**config.mk**
```make
export PLATFORM = sky130hd
export DESIGN_NAME = pc_gen_unit_flat
export DESIGN_NICKNAME = d
export VERILOG_FILES = /design/src/rtl/pc_gen_pkg.sv /design/src/rtl/pc_gen_unit_if.sv /design/src/rtl/pc_gen_unit_ckpt_fifo.sv /design/src/rtl/pc_gen_unit.sv /design/src/flat_wrapper.sv
export SDC_FILE = /design/constraint.sdc
export NUM_CORES = 1
export LEC_CHECK = 0
export ABC_CLOCK_PERIOD_IN_PS = 3600
export CAP_MARGIN = 20
export CORE_AREA = 4 4 205 167
export CTS_CLUSTER_DIAMETER = 80
export DETAILED_ROUTE_END_ITERATION = 10
export DIE_AREA = 0 0 209 171
export SLEW_MARGIN = 10
export SYNTH_ARGS = -nofsm -noshare
export SYNTH_HDL_FRONTEND = slang
export SYNTH_HIERARCHICAL = 1
export SYNTH_SLANG_ARGS = --single-unit
```
**constraint.sdc**
```tcl
create_clock -name clk -period 3.6 [get_ports clk]
set_input_delay 0.36 -clock clk [delete_from_list [all_inputs] [get_ports clk]]
set_output_delay 0.36 -clock clk [all_outputs]
set_load 0.1 [all_outputs]
```
**src/rtl/pc_gen_pkg.sv**
```systemverilog
// Shared defaults and types for the PC generation unit: parameter defaults,
// redirect-source encoding and the checkpoint entry layout.
package pc_gen_pkg;

  localparam int unsigned            DEF_XLEN       = 32;
  localparam logic [DEF_XLEN-1:0]    DEF_RESET_PC   = 32'h0;
  localparam int unsigned            DEF_CKPT_DEPTH = 4;
  localparam int unsigned            DEF_ADDR_SHIFT = 2;

  typedef enum logic [1:0] {
    NONE    = 2'd0,
    JB      = 2'd1,
    MISPRED = 2'd2
  } redir_src_e;

  // A checkpoint is the fall-through PC of a predicted-taken branch, i.e. the
  // address fetch must restart from if that branch turns out not taken.
  typedef struct packed {
    logic [DEF_XLEN-1:0] fall_through;
  } ckpt_entry_t;

  function automatic int unsigned ckpt_count_width(input int unsigned depth);
    return $clog2(depth) + 1;
  endfunction

endpackage

```
**src/rtl/pc_gen_unit_if.sv**
```systemverilog
// Fetch-control bundle between the pipeline (master) and the PC generator
// (slave): stall/prediction/redirect inputs and PC/flush/checkpoint status.
interface pc_gen_unit_if
  import pc_gen_pkg::*;
#(
  parameter int unsigned XLEN       = DEF_XLEN,
  parameter int unsigned CKPT_DEPTH = DEF_CKPT_DEPTH
);

  logic                            i_stall;
  logic                            i_pred_valid;
  logic [XLEN-1:0]                 i_pred_pc;
  logic                            i_jb_valid;
  logic [XLEN-1:0]                 i_jb_pc;
  logic                            i_res_valid;
  logic                            i_res_mispred;

  logic [XLEN-1:0]                 o_pc;
  logic [XLEN-1:0]                 o_addr;
  logic                            o_pred_taken;
  logic                            o_flush;
  logic                            o_fetch_en;
  logic                            o_ckpt_full;
  logic [$clog2(CKPT_DEPTH):0]     o_ckpt_count;
  logic                            o_underflow;

  modport master (
    output i_stall, i_pred_valid, i_pred_pc, i_jb_valid, i_jb_pc,
           i_res_valid, i_res_mispred,
    input  o_pc, o_addr, o_pred_taken, o_flush, o_fetch_en,
           o_ckpt_full, o_ckpt_count, o_underflow
  );

  modport slave (
    input  i_stall, i_pred_valid, i_pred_pc, i_jb_valid, i_jb_pc,
           i_res_valid, i_res_mispred,
    output o_pc, o_addr, o_pred_taken, o_flush, o_fetch_en,
           o_ckpt_full, o_ckpt_count, o_underflow
  );

endinterface

```
**src/rtl/pc_gen_unit_ckpt_fifo.sv**
```systemverilog
// Checkpoint FIFO: holds fall-through PCs of outstanding predicted-taken
// branches in program order, with a whole-queue clear for redirects.
module ckpt_fifo
  import pc_gen_pkg::*;
#(
  parameter int unsigned DEPTH = DEF_CKPT_DEPTH,
  parameter int unsigned WIDTH = DEF_XLEN
) (
  input  logic                       clk,
  input  logic                       rst,
  input  logic                       push_i,
  input  logic                       pop_i,
  input  logic                       clear_i,
  input  logic [WIDTH-1:0]           data_i,
  output logic [WIDTH-1:0]           head_o,
  output logic [$clog2(DEPTH):0]     count_o,
  output logic                       full_o,
  output logic                       empty_o
);

  localparam int unsigned PW = $clog2(DEPTH);
  localparam int unsigned CW = PW + 1;

  logic [WIDTH-1:0] mem_q [DEPTH];
  logic [PW-1:0]    wr_ptr_q, rd_ptr_q;
  logic [CW-1:0]    count_q;
  logic             do_push, do_pop;

  assign empty_o = (count_q == '0);
  assign full_o  = (count_q == CW'(DEPTH));
  assign count_o = count_q;
  assign head_o  = mem_q[rd_ptr_q];

  // A push into a full queue is only legal when the head leaves the same cycle.
  assign do_pop  = pop_i && !empty_o;
  assign do_push = push_i && (!full_o || do_pop);

  always_ff @(posedge clk or posedge rst) begin
    if (rst) begin
      wr_ptr_q <= '0;
      rd_ptr_q <= '0;
      count_q  <= '0;
    end else if (clear_i) begin
      wr_ptr_q <= '0;
      rd_ptr_q <= '0;
      count_q  <= '0;
    end else begin
      if (do_push) wr_ptr_q <= wr_ptr_q + PW'(1);
      if (do_pop)  rd_ptr_q <= rd_ptr_q + PW'(1);
      count_q <= count_q + CW'(do_push) - CW'(do_pop);
    end
  end

  // NOTE: the storage array has no reset; count_q alone decides which slots
  // are meaningful, so clearing the data would only cost reset fan-out.
  always_ff @(posedge clk) begin
    if (do_push && !clear_i) mem_q[wr_ptr_q] <= data_i;
  end

endmodule

```
**src/rtl/pc_gen_unit.sv**
```systemverilog
// PC generator: fetch PC register, prediction acceptance, checkpointing of
// predicted-taken branches and redirect (flush) handling for stalls.
module pc_gen_unit
  import pc_gen_pkg::*;
#(
  parameter int unsigned     XLEN       = DEF_XLEN,
  parameter logic [XLEN-1:0] RESET_PC   = XLEN'(DEF_RESET_PC),
  parameter int unsigned     CKPT_DEPTH = DEF_CKPT_DEPTH,
  parameter int unsigned     ADDR_SHIFT = DEF_ADDR_SHIFT
) (
  input  logic          clk,
  input  logic          rst,
  pc_gen_unit_if.slave  bus
);

  localparam int unsigned CW = $clog2(CKPT_DEPTH) + 1;

  logic [XLEN-1:0] pc_q, pc_d, pc_seq;
  logic            pend_valid_q, pend_valid_d;
  logic [XLEN-1:0] pend_tgt_q, pend_tgt_d;
  logic            fetch_en_q, fetch_en_d;
  logic            underflow_q, underflow_d;

  redir_src_e      redir_src;
  logic            redir_in;
  logic [XLEN-1:0] redir_tgt;
  logic            pred_taken;

  logic [XLEN-1:0] ckpt_head;
  logic [CW-1:0]   ckpt_count;
  logic            ckpt_full, ckpt_empty, ckpt_pop;

  assign pc_seq = pc_q + XLEN'(4);

  // NOTE: every signal assigned in always_comb gets a default first so no
  // path through the block leaves it unassigned and infers a latch.
  always_comb begin
    redir_src = NONE;
    if (bus.i_res_valid && bus.i_res_mispred && !ckpt_empty) redir_src = MISPRED;
    else if (bus.i_jb_valid)                                 redir_src = JB;
  end

  assign redir_in  = (redir_src != NONE);
  assign redir_tgt = (redir_src == MISPRED) ? ckpt_head : bus.i_jb_pc;

  assign pred_taken = bus.i_pred_valid && !bus.i_stall && !pend_valid_q &&
                      !redir_in && !ckpt_full;
  assign ckpt_pop   = bus.i_res_valid && !ckpt_empty;

  always_comb begin
    pc_d = pc_q;
    if (pend_valid_q && !bus.i_stall) pc_d = pend_tgt_q;
    else if (bus.i_stall)             pc_d = pc_q;
    else if (pred_taken)              pc_d = bus.i_pred_pc;
    else                              pc_d = pc_seq;
  end

  // A newer redirect replaces an older one even while the pipe is stalled.
  always_comb begin
    pend_valid_d = pend_valid_q;
    pend_tgt_d   = pend_tgt_q;
    if (redir_in) begin
      pend_valid_d = 1'b1;
      pend_tgt_d   = redir_tgt;
    end else if (pend_valid_q && !bus.i_stall) begin
      pend_valid_d = 1'b0;
    end
  end

  assign fetch_en_d  = fetch_en_q || !bus.i_stall;
  assign underflow_d = underflow_q || (bus.i_res_valid && ckpt_empty);

  // NOTE: state registers use non-blocking assignments so every flop samples
  // the pre-edge values regardless of statement order.
  always_ff @(posedge clk or posedge rst) begin
    if (rst) begin
      pc_q         <= RESET_PC;
      pend_valid_q <= 1'b0;
      pend_tgt_q   <= '0;
      fetch_en_q   <= 1'b0;
      underflow_q  <= 1'b0;
    end else begin
      pc_q         <= pc_d;
      pend_valid_q <= pend_valid_d;
      pend_tgt_q   <= pend_tgt_d;
      fetch_en_q   <= fetch_en_d;
      underflow_q  <= underflow_d;
    end
  end

  ckpt_fifo #(
    .DEPTH (CKPT_DEPTH),
    .WIDTH (XLEN)
  ) u_ckpt_fifo (
    .clk     (clk),
    .rst     (rst),
    .push_i  (pred_taken),
    .pop_i   (ckpt_pop),
    .clear_i (redir_in),
    .data_i  (pc_seq),
    .head_o  (ckpt_head),
    .count_o (ckpt_count),
    .full_o  (ckpt_full),
    .empty_o (ckpt_empty)
  );

  assign bus.o_pc         = pc_q;
  assign bus.o_addr       = pc_q >> ADDR_SHIFT;
  assign bus.o_pred_taken = pred_taken;
  assign bus.o_flush      = pend_valid_q;
  assign bus.o_fetch_en   = fetch_en_q;
  assign bus.o_ckpt_full  = ckpt_full;
  assign bus.o_ckpt_count = ckpt_count;
  assign bus.o_underflow  = underflow_q;

endmodule

```
**src/flat_wrapper.sv**
```systemverilog
// flat-port wrapper written by rule: the top's interface ports become plain ports
module pc_gen_unit_flat import pc_gen_pkg::*;
#(
  parameter int unsigned     XLEN       = DEF_XLEN,
  parameter logic [XLEN-1:0] RESET_PC   = XLEN'(DEF_RESET_PC),
  parameter int unsigned     CKPT_DEPTH = DEF_CKPT_DEPTH,
  parameter int unsigned     ADDR_SHIFT = DEF_ADDR_SHIFT
)
  (clk, rst, bus_i_stall, bus_i_pred_valid, bus_i_pred_pc, bus_i_jb_valid, bus_i_jb_pc, bus_i_res_valid, bus_i_res_mispred, bus_o_pc, bus_o_addr, bus_o_pred_taken, bus_o_flush, bus_o_fetch_en, bus_o_ckpt_full, bus_o_ckpt_count, bus_o_underflow);
  pc_gen_unit_if #(.XLEN(XLEN), .CKPT_DEPTH(CKPT_DEPTH)) bus_i ();
  input  logic clk;
  input  logic rst;
  input wire logic [$bits(bus_i.i_stall)-1:0] bus_i_stall;
  input wire logic [$bits(bus_i.i_pred_valid)-1:0] bus_i_pred_valid;
  input wire logic [$bits(bus_i.i_pred_pc)-1:0] bus_i_pred_pc;
  input wire logic [$bits(bus_i.i_jb_valid)-1:0] bus_i_jb_valid;
  input wire logic [$bits(bus_i.i_jb_pc)-1:0] bus_i_jb_pc;
  input wire logic [$bits(bus_i.i_res_valid)-1:0] bus_i_res_valid;
  input wire logic [$bits(bus_i.i_res_mispred)-1:0] bus_i_res_mispred;
  output wire logic [$bits(bus_i.o_pc)-1:0] bus_o_pc;
  output wire logic [$bits(bus_i.o_addr)-1:0] bus_o_addr;
  output wire logic [$bits(bus_i.o_pred_taken)-1:0] bus_o_pred_taken;
  output wire logic [$bits(bus_i.o_flush)-1:0] bus_o_flush;
  output wire logic [$bits(bus_i.o_fetch_en)-1:0] bus_o_fetch_en;
  output wire logic [$bits(bus_i.o_ckpt_full)-1:0] bus_o_ckpt_full;
  output wire logic [$bits(bus_i.o_ckpt_count)-1:0] bus_o_ckpt_count;
  output wire logic [$bits(bus_i.o_underflow)-1:0] bus_o_underflow;
  assign bus_i.i_stall = bus_i_stall;
  assign bus_i.i_pred_valid = bus_i_pred_valid;
  assign bus_i.i_pred_pc = bus_i_pred_pc;
  assign bus_i.i_jb_valid = bus_i_jb_valid;
  assign bus_i.i_jb_pc = bus_i_jb_pc;
  assign bus_i.i_res_valid = bus_i_res_valid;
  assign bus_i.i_res_mispred = bus_i_res_mispred;
  assign bus_o_pc = bus_i.o_pc;
  assign bus_o_addr = bus_i.o_addr;
  assign bus_o_pred_taken = bus_i.o_pred_taken;
  assign bus_o_flush = bus_i.o_flush;
  assign bus_o_fetch_en = bus_i.o_fetch_en;
  assign bus_o_ckpt_full = bus_i.o_ckpt_full;
  assign bus_o_ckpt_count = bus_i.o_ckpt_count;
  assign bus_o_underflow = bus_i.o_underflow;
  pc_gen_unit #(.XLEN(XLEN), .RESET_PC(RESET_PC), .CKPT_DEPTH(CKPT_DEPTH), .ADDR_SHIFT(ADDR_SHIFT)) u_core (.clk(clk), .rst(rst), .bus(bus_i));
endmodule
```
==> impl_metrics.py <==
metrics = {
    "critical_path": {
        "cp-end-kind": "register",
        "path_class": "reg2reg",
        "startpoint_type": "register",
        "crit_fanout": 67,
        "critPathArrivalTime_ps": 3370,
        "cp_data_required_time_ps": 3990,
    },
    "power_and_ir_drop": {
        "peakVddDrop_uv": 308,
        "power.density_nw_per_um2": 581,
        "leakage_uw": 0.00448,
    },
    "detailed_routing": {
        "vias_per_cell": 5.08,
        "postRouteWirelength_um": 27000,
        "drt-initial-drc-count": 488,
        "postRouteAntennaNets": 0,
        "firstDrtPassIters": 5,
        "wire_per_inst_um": 21.0,
        "drc": 0,
        "via_count": 6527,
    },
    "final_layout": {
        "areaGrowthSynthToFinish_pct": 27.0,
        "fillers": 3100,
        "final_cell_mix": "135 x clkdlybuf4s50_1, 128 x edfxtp_1, 70 x dfrtp_1",
        "nNetsFinal": 919,
        "fin_area_um2": 12200,
        "final_common_cell": "clkdlybuf4s50_1",
        "final_util_pct": 37.9,
        "drive_gt1_share_pct": 16.1,
        "antennaDiodeCount": 0,
    },
    "clock_network": {
        "root_buffer": "clkbuf_16",
        "clk-insertion-delay-late_ps": 520,
        "path_clk_slew_ps": 60,
        "cts_resized": 0,
        "h-tree-depth": 1,
        "tritoncts": "done",
        "numCtsBuffers": 24,
        "cts_buffer_depth": 3,
        "postCtsSetupRepairBufs": 0,
        "clkSinkCount": 202,
        "hold_buffers": 0,
    },
    "sta": {
        "hold_ws_ps": 148,
        "setup_viol": 0,
        "skew_ps": 20.1,
        "rsz0062_at_grt": "no",
        "fin_crit_ps": 2980,
        "fin_ws_ps": 618,
        "slew_violations": 0,
        "max_freq_mhz": 335,
        "final.setup.tns_ps": 0,
        "hold_viol": 0,
        "period_share_pct": 82.8,
        "slew_headroom_pct": 29.3,
        "max_slew.worst_pin.slew_ps": 1060,
    },
    "die": {
        "fp-row-count": 59,
        "dieWidth_um": 209,
        "coreArea_um2": 32200,
        "initial_utilization_pct": 29.8,
        "die_area_um2": 35700,
        "io_pins": 143,
        "die_y_um": 171,
    },
    "global_route": {
        "antenna_found_initial": 0,
        "grt_pass1_wl_um": 41300,
        "grt_pass1_vias": 6566,
        "grt_util_all_layers_pct": 14.8,
        "grt_max_degree": 68,
        "grt_overflow": 0,
    },
    "placement": {
        "pre_cts_slack_ps": 604,
        "place.gp.congestion": 0.762,
        "place.port_buffers": 140,
        "hpwl_um": 18700,
        "dpl-instance-area_um2": 11400,
    },
    "synth": {
        "async_flop_share_pct": 36.6,
        "ys_warn_count": 6,
        "syn-instance-count": 725,
        "netlist_area_um2": 9590,
        "synth_cell_types": 65,
        "ys_seq_area_share_pct": 59.4,
        "avgSynthCellArea_um2": 13.2,
        "synthFlopType": "edfxtp_1",
        "ys_ff_latch": 202,
        "synth-edff-count": 128,
    },
    "min_path": {
        "hold_class": "in2async",
    },
    "status": {
        "status": "complete, no violations",
    },
    "run": {
        "cap_viol_max_count": 0,
    },
}
routing by layer:
metal	part of all wire [%]	global-route usage, %	routed length, um
met1	45	21.5	12100
met2	45	23.1	12200
met3	7.4	3.08	2010
met4	2.3	3.35	618
met5	0	0	0
critical path, cell delays in order (launching register included):
cell	delay, ps
dfrtp_4	540
nor3_1	310
nand3b_1	210
buf_4	640
nand3_1	280
a21oi_1	270
buf_4	180
nor4_1	50
or3_1	360
state kept, by name (all words and copies together), names as in the netlist:
name,count
u_core/bus.o_fetch_en,1
u_core/bus.o_flush,1
u_core/bus.o_pc,32
u_core/bus.o_underflow,1
u_core/pend_tgt_q,32
u_core/u_ckpt_fifo/count_o,3
u_core/u_ckpt_fifo/mem_q,128
u_core/u_ckpt_fifo/rd_ptr_q,2
u_core/u_ckpt_fifo/wr_ptr_q,2
where the power goes:
part	leakage (uW)	switching, uW	internal [uW]
combinational	0.00204	1290	450
sequential	0.00202	195	2650
clock	0.000416	960	1540
per-stage QoR:
step / total power [uW] / std cells
4_1_cts: 7140 / 1286
6_report: 7080 / 1286
5_1_grt: 7340 / 1286
3_5_place_dp: 4630 / 1242
2_1_floorplan: 4200 / 726
3_3_place_gp: 4620 / 1242
cells in the mapped netlist (all sizes together) (13+ instances only):
cell,n,share of area (%)
inv,16,0.63
dfrtp,74,19
nand4,17,1.6
edfxtp,128,40
xor2,13,1.2
mux2i,36,3.8
o21ai,25,1.3
mux4,32,7.5
buf,51,3.9
clkbuf,27,1.4
nand3,21,1.1
nand2,39,1.5
xnor2,18,1.6
nor2,62,2.4
a21oi,45,2.3
cells by family (layout without fill, tap and decap cells):
group,count (synthesis),count (layout),synth area share (%)
and+or+nand+nor,197,197,11.3
xor gates and xnor gates,31,31,2.83
DFF,202,202,59.4
buffers and inverters,94,227,5.92
adders and majority gates,7,7,0.991
muxes,69,69,11.4
other,1,2,0.0391
AOI/OAI and AO/OA,124,124,8.10
cell type report:
cell class	count	area (um2)	share of cell area, %
timing repair buffer	167	1670	13.7
sequential	202	5710	46.8
clock buffer	33	716	5.87
multi-input combinational	430	3370	27.7
inverter	16	63.8	0.524
tap	427	534	4.38
clock inverter	11	123	1.01
final timing paths:
kind	end	start	slack (ps)	depth (start not counted)
setup reg to reg	u_core/bus.o_pc[23]	u_core/u_ckpt_fifo/count_o[1]	620	8
hold reg to reg	u_core/bus.o_underflow	u_core/bus.o_underflow	460	1
min in group clk	u_core/bus.o_pc[5]	bus_i_stall	440	4
hold / removal	u_core/u_ckpt_fifo/wr_ptr_q[0]	rst	150	2
setup / recovery	u_core/bus.o_pc[23]	u_core/u_ckpt_fifo/count_o[1]	620	8
max in group asynchronous	u_core/bus.o_pc[10]	rst	2530	3
Power figures use the tool's default switching activity.
